**src/rtl/ceyloniac_pc_sequencer.sv**
```systemverilog
// Multi-cycle next-PC controller for the CEYLONIACX core.
// Steps fetch/decode/execute/update and drives ceyloniac_pc.
module ceyloniac_pc_sequencer #(
  parameter int                  PC_WIDTH     = 32,
  parameter logic [PC_WIDTH-1:0] RESET_VECTOR = '0,
  parameter logic [PC_WIDTH-1:0] TRAP_VECTOR  = PC_WIDTH'(32'h10)
) (
  input  logic                clk,
  input  logic                pc_seq_reset,
  input  logic [PC_WIDTH-1:0] pc_current,
  input  logic                fetch_ready,
  input  logic                exec_done,
  input  logic                instr_is_branch,
  input  logic                instr_is_jump,
  input  logic                instr_is_jr,
  input  logic                branch_taken,
  input  logic [PC_WIDTH-1:0] branch_offset,
  input  logic [PC_WIDTH-1:0] jump_target,
  input  logic [PC_WIDTH-1:0] jr_target,
  input  logic                stall,
  input  logic                trap_req,
  output logic                pc_enable,
  output logic                pc_write,
  output logic [PC_WIDTH-1:0] pc_next,
  output logic                fetch_req,
  output logic                trap_ack,
  output logic [PC_WIDTH-1:0] epc,
  output logic [31:0]         retire_count,
  output logic [2:0]          seq_state
);

  typedef enum logic [2:0] {
    S_INIT    = 3'd0,
    S_FETCH   = 3'd1,
    S_DECODE  = 3'd2,
    S_EXECUTE = 3'd3,
    S_UPDATE  = 3'd4,
    S_TRAP    = 3'd5
  } state_t;

  state_t              state_q, state_d;
  logic                rst_q, rst_d;
  logic [PC_WIDTH-1:0] seq_q, seq_d;
  logic [PC_WIDTH-1:0] target_q, target_d;
  logic [PC_WIDTH-1:0] epc_q, epc_d;
  logic [PC_WIDTH-1:0] off_q, off_d;
  logic [31:0]         retire_q, retire_d;
  logic                jr_q, jr_d;
  logic                br_q, br_d;

  always_comb begin
    state_d  = state_q;
    rst_d    = rst_q;
    seq_d    = seq_q;
    target_d = target_q;
    epc_d    = epc_q;
    off_d    = off_q;
    retire_d = retire_q;
    jr_d     = jr_q;
    br_d     = br_q;
    unique case (state_q)
      S_INIT: begin
        // first cycle after reset shows zeros, second loads the vector
        rst_d = 1'b0;
        if (!rst_q) state_d = S_FETCH;
      end
      S_FETCH: begin
        if (fetch_ready) begin
          seq_d   = pc_current + PC_WIDTH'(1);
          state_d = S_DECODE;
        end
      end
      S_DECODE: begin
        jr_d  = instr_is_jr;
        br_d  = instr_is_branch;
        off_d = branch_offset;
        if (instr_is_jr) begin
          state_d = S_EXECUTE;
        end else if (instr_is_jump) begin
          target_d = jump_target;
          state_d  = S_UPDATE;
        end else if (instr_is_branch) begin
          state_d = S_EXECUTE;
        end else begin
          target_d = seq_q;
          state_d  = S_UPDATE;
        end
      end
      S_EXECUTE: begin
        if (exec_done) begin
          if (jr_q)
            target_d = jr_target;
          else if (br_q && branch_taken)
            target_d = seq_q + off_q;
          else
            target_d = seq_q;
          state_d = S_UPDATE;
        end
      end
      S_UPDATE: begin
        if (!stall) begin
          if (trap_req) begin
            epc_d   = target_q;
            state_d = S_TRAP;
          end else begin
            retire_d = retire_q + 32'd1;
            state_d  = S_FETCH;
          end
        end
      end
      S_TRAP: state_d = S_FETCH;
      default: state_d = S_INIT;
    endcase
    if (pc_seq_reset) begin
      state_d  = S_INIT;
      rst_d    = 1'b1;
      seq_d    = '0;
      target_d = '0;
      epc_d    = '0;
      off_d    = '0;
      retire_d = '0;
      jr_d     = 1'b0;
      br_d     = 1'b0;
    end
  end

  always_ff @(posedge clk) begin
    state_q  <= state_d;
    rst_q    <= rst_d;
    seq_q    <= seq_d;
    target_q <= target_d;
    epc_q    <= epc_d;
    off_q    <= off_d;
    retire_q <= retire_d;
    jr_q     <= jr_d;
    br_q     <= br_d;
  end

  always_comb begin
    pc_enable = !rst_q;
    pc_write  = 1'b0;
    pc_next   = target_q;
    fetch_req = 1'b0;
    trap_ack  = 1'b0;
    unique case (state_q)
      S_INIT: begin
        pc_write = !rst_q;
        pc_next  = rst_q ? '0 : RESET_VECTOR;
      end
      S_FETCH:  fetch_req = 1'b1;
      S_UPDATE: pc_write = !stall && !trap_req;
      S_TRAP: begin
        pc_write = 1'b1;
        pc_next  = TRAP_VECTOR;
        trap_ack = 1'b1;
      end
      default: ;
    endcase
  end

  assign epc          = epc_q;
  assign retire_count = retire_q;
  assign seq_state    = state_q;

endmodule

```
**config.mk**
```make
export PLATFORM = sky130hd
export DESIGN_NAME = ceyloniac_pc_sequencer
export DESIGN_NICKNAME = d
export VERILOG_FILES = /design/src/rtl/ceyloniac_pc_sequencer.sv
export SDC_FILE = /design/constraint.sdc
export NUM_CORES = 1
export LEC_CHECK = 0
export BUFFER_PORTS_ARGS = -buffer_cell sky130_fd_sc_hd__buf_2
export CORE_MARGIN = 1
export CORE_UTILIZATION = 59
export DETAILED_ROUTE_END_ITERATION = 16
export PLACE_DENSITY = 0.87
export SYNTH_ARGS = -nofsm -noshare
export SYNTH_HDL_FRONTEND = slang
export SYNTH_SLANG_ARGS = --single-unit
```
**constraint.sdc**
```tcl
create_clock -name clk -period 6.55 [get_ports clk]
set_clock_uncertainty 0.2 [all_clocks]
set_input_delay 0.9825 -clock clk [delete_from_list [all_inputs] [get_ports clk]]
set_output_delay 0.9825 -clock clk [all_outputs]
set_load 0.01 [all_outputs]
```
# Word-level counts from Yosys, hierarchy flattened
# Index checks and enable logic that the tools add are counted.
# word_totals
reg_bits,166
latchBits,0
mem_bits_rw,0
romBits,0
output_inout_bits,103
elab_cells,57
n_memories,0
# op_classes
addsub,3
multipliers,0
n_div,0
n_lt_le_gt_ge,0
eq_ne,11
n_shift,0
n_mux,20
bitwise_logic,2
reduce_logical,12
# ops
cell,n
two-way mux 32 bit,6
case mux 32 bit (2 select lines),2
"adder 32 x 1 -> 32 bit, second input constant",2
adder 32 bit,1
two-way mux 3 bit,8
case mux 3 bit (6 select lines),1
"inequality test 2 bit, second input constant",5
AND reduction 4 bit,2
"== test 3 x 2 -> 1 bit, second input constant",2
"== test 3 bit, second input constant",2
AND reduction 3 bit,2
"== test 3 x 1 -> 1 bit, second input constant",1
zero test 1 bit,3
zero test 3 bit,1
"inequality test 3 bit, second input constant",1
case mux 1 bit (3 select lines),1
logical AND 1 bit,2
two-way mux 1 bit,2
NOT 1 bit,2
AND reduction 2 bit,1
nonzero test 2 bit,1

# Logic depth before layout (Yosys ltp)
# depth
depth_word,5
mapped_depth,12
ltp_nobuf,11

# Least setup slack after synthesis
# Ideal clock, no wire load.
# synth_path
kind,flip-flop to flip-flop
from,register seq_q[0]
to,register target_q[18]
setup_ns,0.119
t_arrival_ns,2.553
slack_ns,3.678
path_stages_with_launch,12
n_path_buf,0
synth_period_minus_slack_ns,2.872
path_cell_list,dfxtp_1 -> ha_1 -> fa_1 -> a21o_1 -> a221oi_2 -> o21a_4 -> o21ai_4 -> a31o_4 -> a21oi_2 -> xor2_1 -> a21oi_1 -> o221a_1
# synth_between
elab_chain_len,5
# synth_lines
element,line,text
start: declaration,43,"logic [PC_WIDTH-1:0] seq_q, seq_d;"
start signal: assignment,130,seq_q <= seq_d;
adder 32 bit,94,target_d = seq_q + off_q;
two-way mux 32 bit,93,else if (br_q && branch_taken)
two-way mux 32 bit,91,if (jr_q)
two-way mux 32 bit,90,if (exec_done) begin
case mux 32 bit (2 select lines),61,unique case (state_q)
end signal: assignment,131,target_q <= target_d;
end: declaration,44,"logic [PC_WIDTH-1:0] target_q, target_d;"
# No other way between the ends. The select of a mux whose other input is x is not followed.
# A chain may end at the register's enable or synchronous reset.

# Final worst setup path
# layout_path
from,register state_q[0] (netlist: seq_state[0])
to,output pc_next[24]
# layout_between
elab_chain_len,2
elab_cells_between_ends,3
cone_classes,1 x eq/ne; 1 x mux; 1 x reduce/logical
# layout_lines
element,line,text
start: declaration,41,"state_t state_q, state_d;"
start signal: assignment,128,state_q <= state_d;
== test 3 bit / zero test 3 bit (equally long branches),145,unique case (state_q)
case mux 32 bit (2 select lines) *,145,
end: declaration,24,"output logic [PC_WIDTH-1:0] pc_next,"
# Every way passes the cells marked *; elsewhere a longest branch is shown, timed or not.

==> metrics <==
status completed; Slew HR 22.67%; Hold-fix buffers, CTS 0; DRC 0; wirelength, routed 28.37 mm; setup_tns 0 ns; R2R Path Start seq_q[0]$_SDFFE_PP0P_; Final period util 58.37%; # H-tree levels 4; Initial Util 60.26%; Ys Warns 0; final hold vios 0; Resize count post-CTS 0; FF-to-FF End target_q[30]$_SDFFE_PP0P_; post-route ant nets 0; count leader, synth nand2_1; Post-Place Cells 1671; hold crit path type reg2reg; CTS tree yes; layout cells sized above 1 21.24%; Post-synth top cells nand2_1, dfxtp_1, a21oi_1, nor2_1, clkbuf_1; top cells by area, synth dfxtp_1, nand2_1, a21oi_1; # setup viols final 0; number of CTS-inserted buffers 17; 1st-pass router iterations 7; vias in the first global route 8726; HPWL Detailed 20.83 mm; DR vias 10040; synthesis-to-finish area growth 17.73%; Slew @ Worst Pin 1.159 ns; Mapped Area 0.009957 mm^2; Placement Rows 47; Synthesized Nets 1462; Slew Limit Fails 0; CP Class reg2out; PD cells 215.5 mW/mm^2; Die Y 131.9 um; WL/cell 16.64 um; Post-Layout Cell Count 1705; Clock transition at path regs 0.07 ns; Max VDD drop 0.1826 mV; first-pass GRT wire length 44.12 mm; register area share after synthesis 33.38%; Clk Latency, worst-skew pair 0.44 ns; Starting DRT DRC Count 1150; Setup crit start kind register; HP Start epc[1]$_SDFFE_PP0P_; CTS Root Cell clkbuf_16; Synth top area share 33.38%; die width 131.9 um; Core ar. 0.01652 mm^2; largest net degree at the start of global routing 73; post-DR vias/cell 5.890; ys async rst share 0%; RSZ-0062 raised after global routing no; RePlAce Congestion 0.9512; Post-synth EDFFs 0; unique cell type count in the Yosys netlist 77; Worst Hold Path Cells 2; Leakage 4.975 nW; reg2reg setup slack 3.19 ns; die area 0.01740 mm^2; hold path endpoint epc[1]$_SDFFE_PP0P_; fmax 261.5 MHz; Nets 1642; post-synthesis cell count 1290; final period demand of the worst path 3.823 ns; critical path fanouts, max 31; CP Data Arrival Time 2.64 ns; Fillers 1313; Congestion Overflow GR 0; mean area per synthesized cell 7.719 um^2; IO Pins 241; # Post-CTS Setup Buffers 0; initial antenna violation count 2; CTS Sinks 166; Worst setup EP type output port; max cap viols 0; Bufs on Longest Clock Path 2; ys flop type dfxtp_1; leading area contributor after synthesis dfxtp_1; overall routing resource usage 31.63%; IO Port Bufs 240; flops & latches, synth 166; Worst EP required 5.37 ns; reg2reg path depth 11
worst max-delay path by stage:
stage,end,from,slack [ns]
after floorplan,target_q[18]$_SDFFE_PP0P_,seq_q[0]$_SDFFE_PP0P_,3.68
after global placement,target_q[28]$_SDFFE_PP0P_,instr_is_jump,2.98
after detailed placement,target_q[28]$_SDFFE_PP0P_,instr_is_jump,2.88
after CTS,pc_next[24],seq_state[0]$_SDFFE_PP0P_,2.74
after global routing,pc_next[6],seq_state[0]$_SDFFE_PP0P_,2.45
final,pc_next[24],seq_state[0]$_SDFFE_PP0P_,2.73
cells by family after synthesis:
logic type / count (synthesis) / synth area share, %
AO/OA/AOI/OAI: 333 / 21.06
buffers and inverters: 104 / 5.051
adder cells (fa/ha/maj): 34 / 4.348
XOR/XNOR: 82 / 7.213
flip-flops: 166 / 33.38
AND/OR/NAND/NOR: 526 / 24.40
multiplexers: 45 / 4.549
critical path, cell delays in order (launching register included):
cell and delay (ns):
dfxtp_1 0.78, xor2_1 0.20, nor2_2 0.90, nor2b_1 0.12, buf_2 0.19
report_power, final:
part	leakage [nW]	internal (mW)	switching (mW)
Combinational	3.32	0.135	0.206
Sequential	1.34	1.04	0.0468
Clock	0.317	0.650	0.448
Total	4.98	1.83	0.701
routing by layer:
| layer | global-route usage (%) | vias up | wire length, um |
|---|---|---|---|
| met5 | 0 | - | 0 |
| met4 | 15.63 | 0 | 1097 |
| met3 | 4.767 | 85 | 2440 |
| met2 | 48.30 | 511 | 12400 |
| met1 | 43.55 | 4573 | 12430 |
| li1 | - | 4874 | - |
cells in the final DEF, fill, tap and decap left out, types with 3 or more instances in the layout:
cell,count
inv_1,15
and4_1,8
nor3b_1,3
a211oi_2,3
clkbuf_16,17
clkinv_4,4
a21oi_1,148
nand4_1,15
ha_1,33
o211ai_1,4
and2_1,7
o21ai_0,50
nand2b_1,11
xnor2_1,26
o21ai_1,8
nor2b_1,39
dfxtp_1,165
bufinv_16,4
nor2_1,123
and3_1,21
a221oi_1,4
buf_4,11
nand3_1,29
nor3_1,23
a21o_1,15
inv_6,4
buf_2,239
a211oi_1,52
a31oi_1,10
nand2_1,223
mux2i_1,43
or3_1,3
xor2_1,56
per-stage QoR:
stage / hold slack (ns) / util [%] / cell area [um^2] / worst slack [ns] / power [mW]
after floorplan: 0.2371 / - / 9957 / 3.678 / 1.325
after global placement: 0.2394 / 67.02 / 11070 / 2.979 / 1.429
after detailed placement: 0.2439 / 67.02 / 11070 / 2.877 / 1.439
after CTS: 0.2529 / 70.91 / 11720 / 2.741 / 2.519
after global routing: 0.2679 / 70.94 / 11720 / 2.450 / 2.611
final: 0.2540 / 70.94 / 11720 / 2.727 / 2.527
flip-flops by register name (all words and copies together), names as in the netlist:
signal / cells
br_q: 1
epc: 32
jr_q: 1
off_q: 32
retire_count: 32
rst_q: 1
seq_q: 32
seq_state: 3
target_q: 32
cell type report:
type                    count  area, um^2  area share [%]
well taps                 220       275.3           2.348
inverters                  15       56.30          0.4803
clock buffers              17       425.4           3.629
flip-flops and latches    166        3324           28.36
multi-input cells        1020        6140           52.37
diodes                      2       5.005         0.04269
clock inverters            15       217.7           1.857
repair buffers            250        1279           10.91
Note: power is estimated with default switching activity, not from simulation.
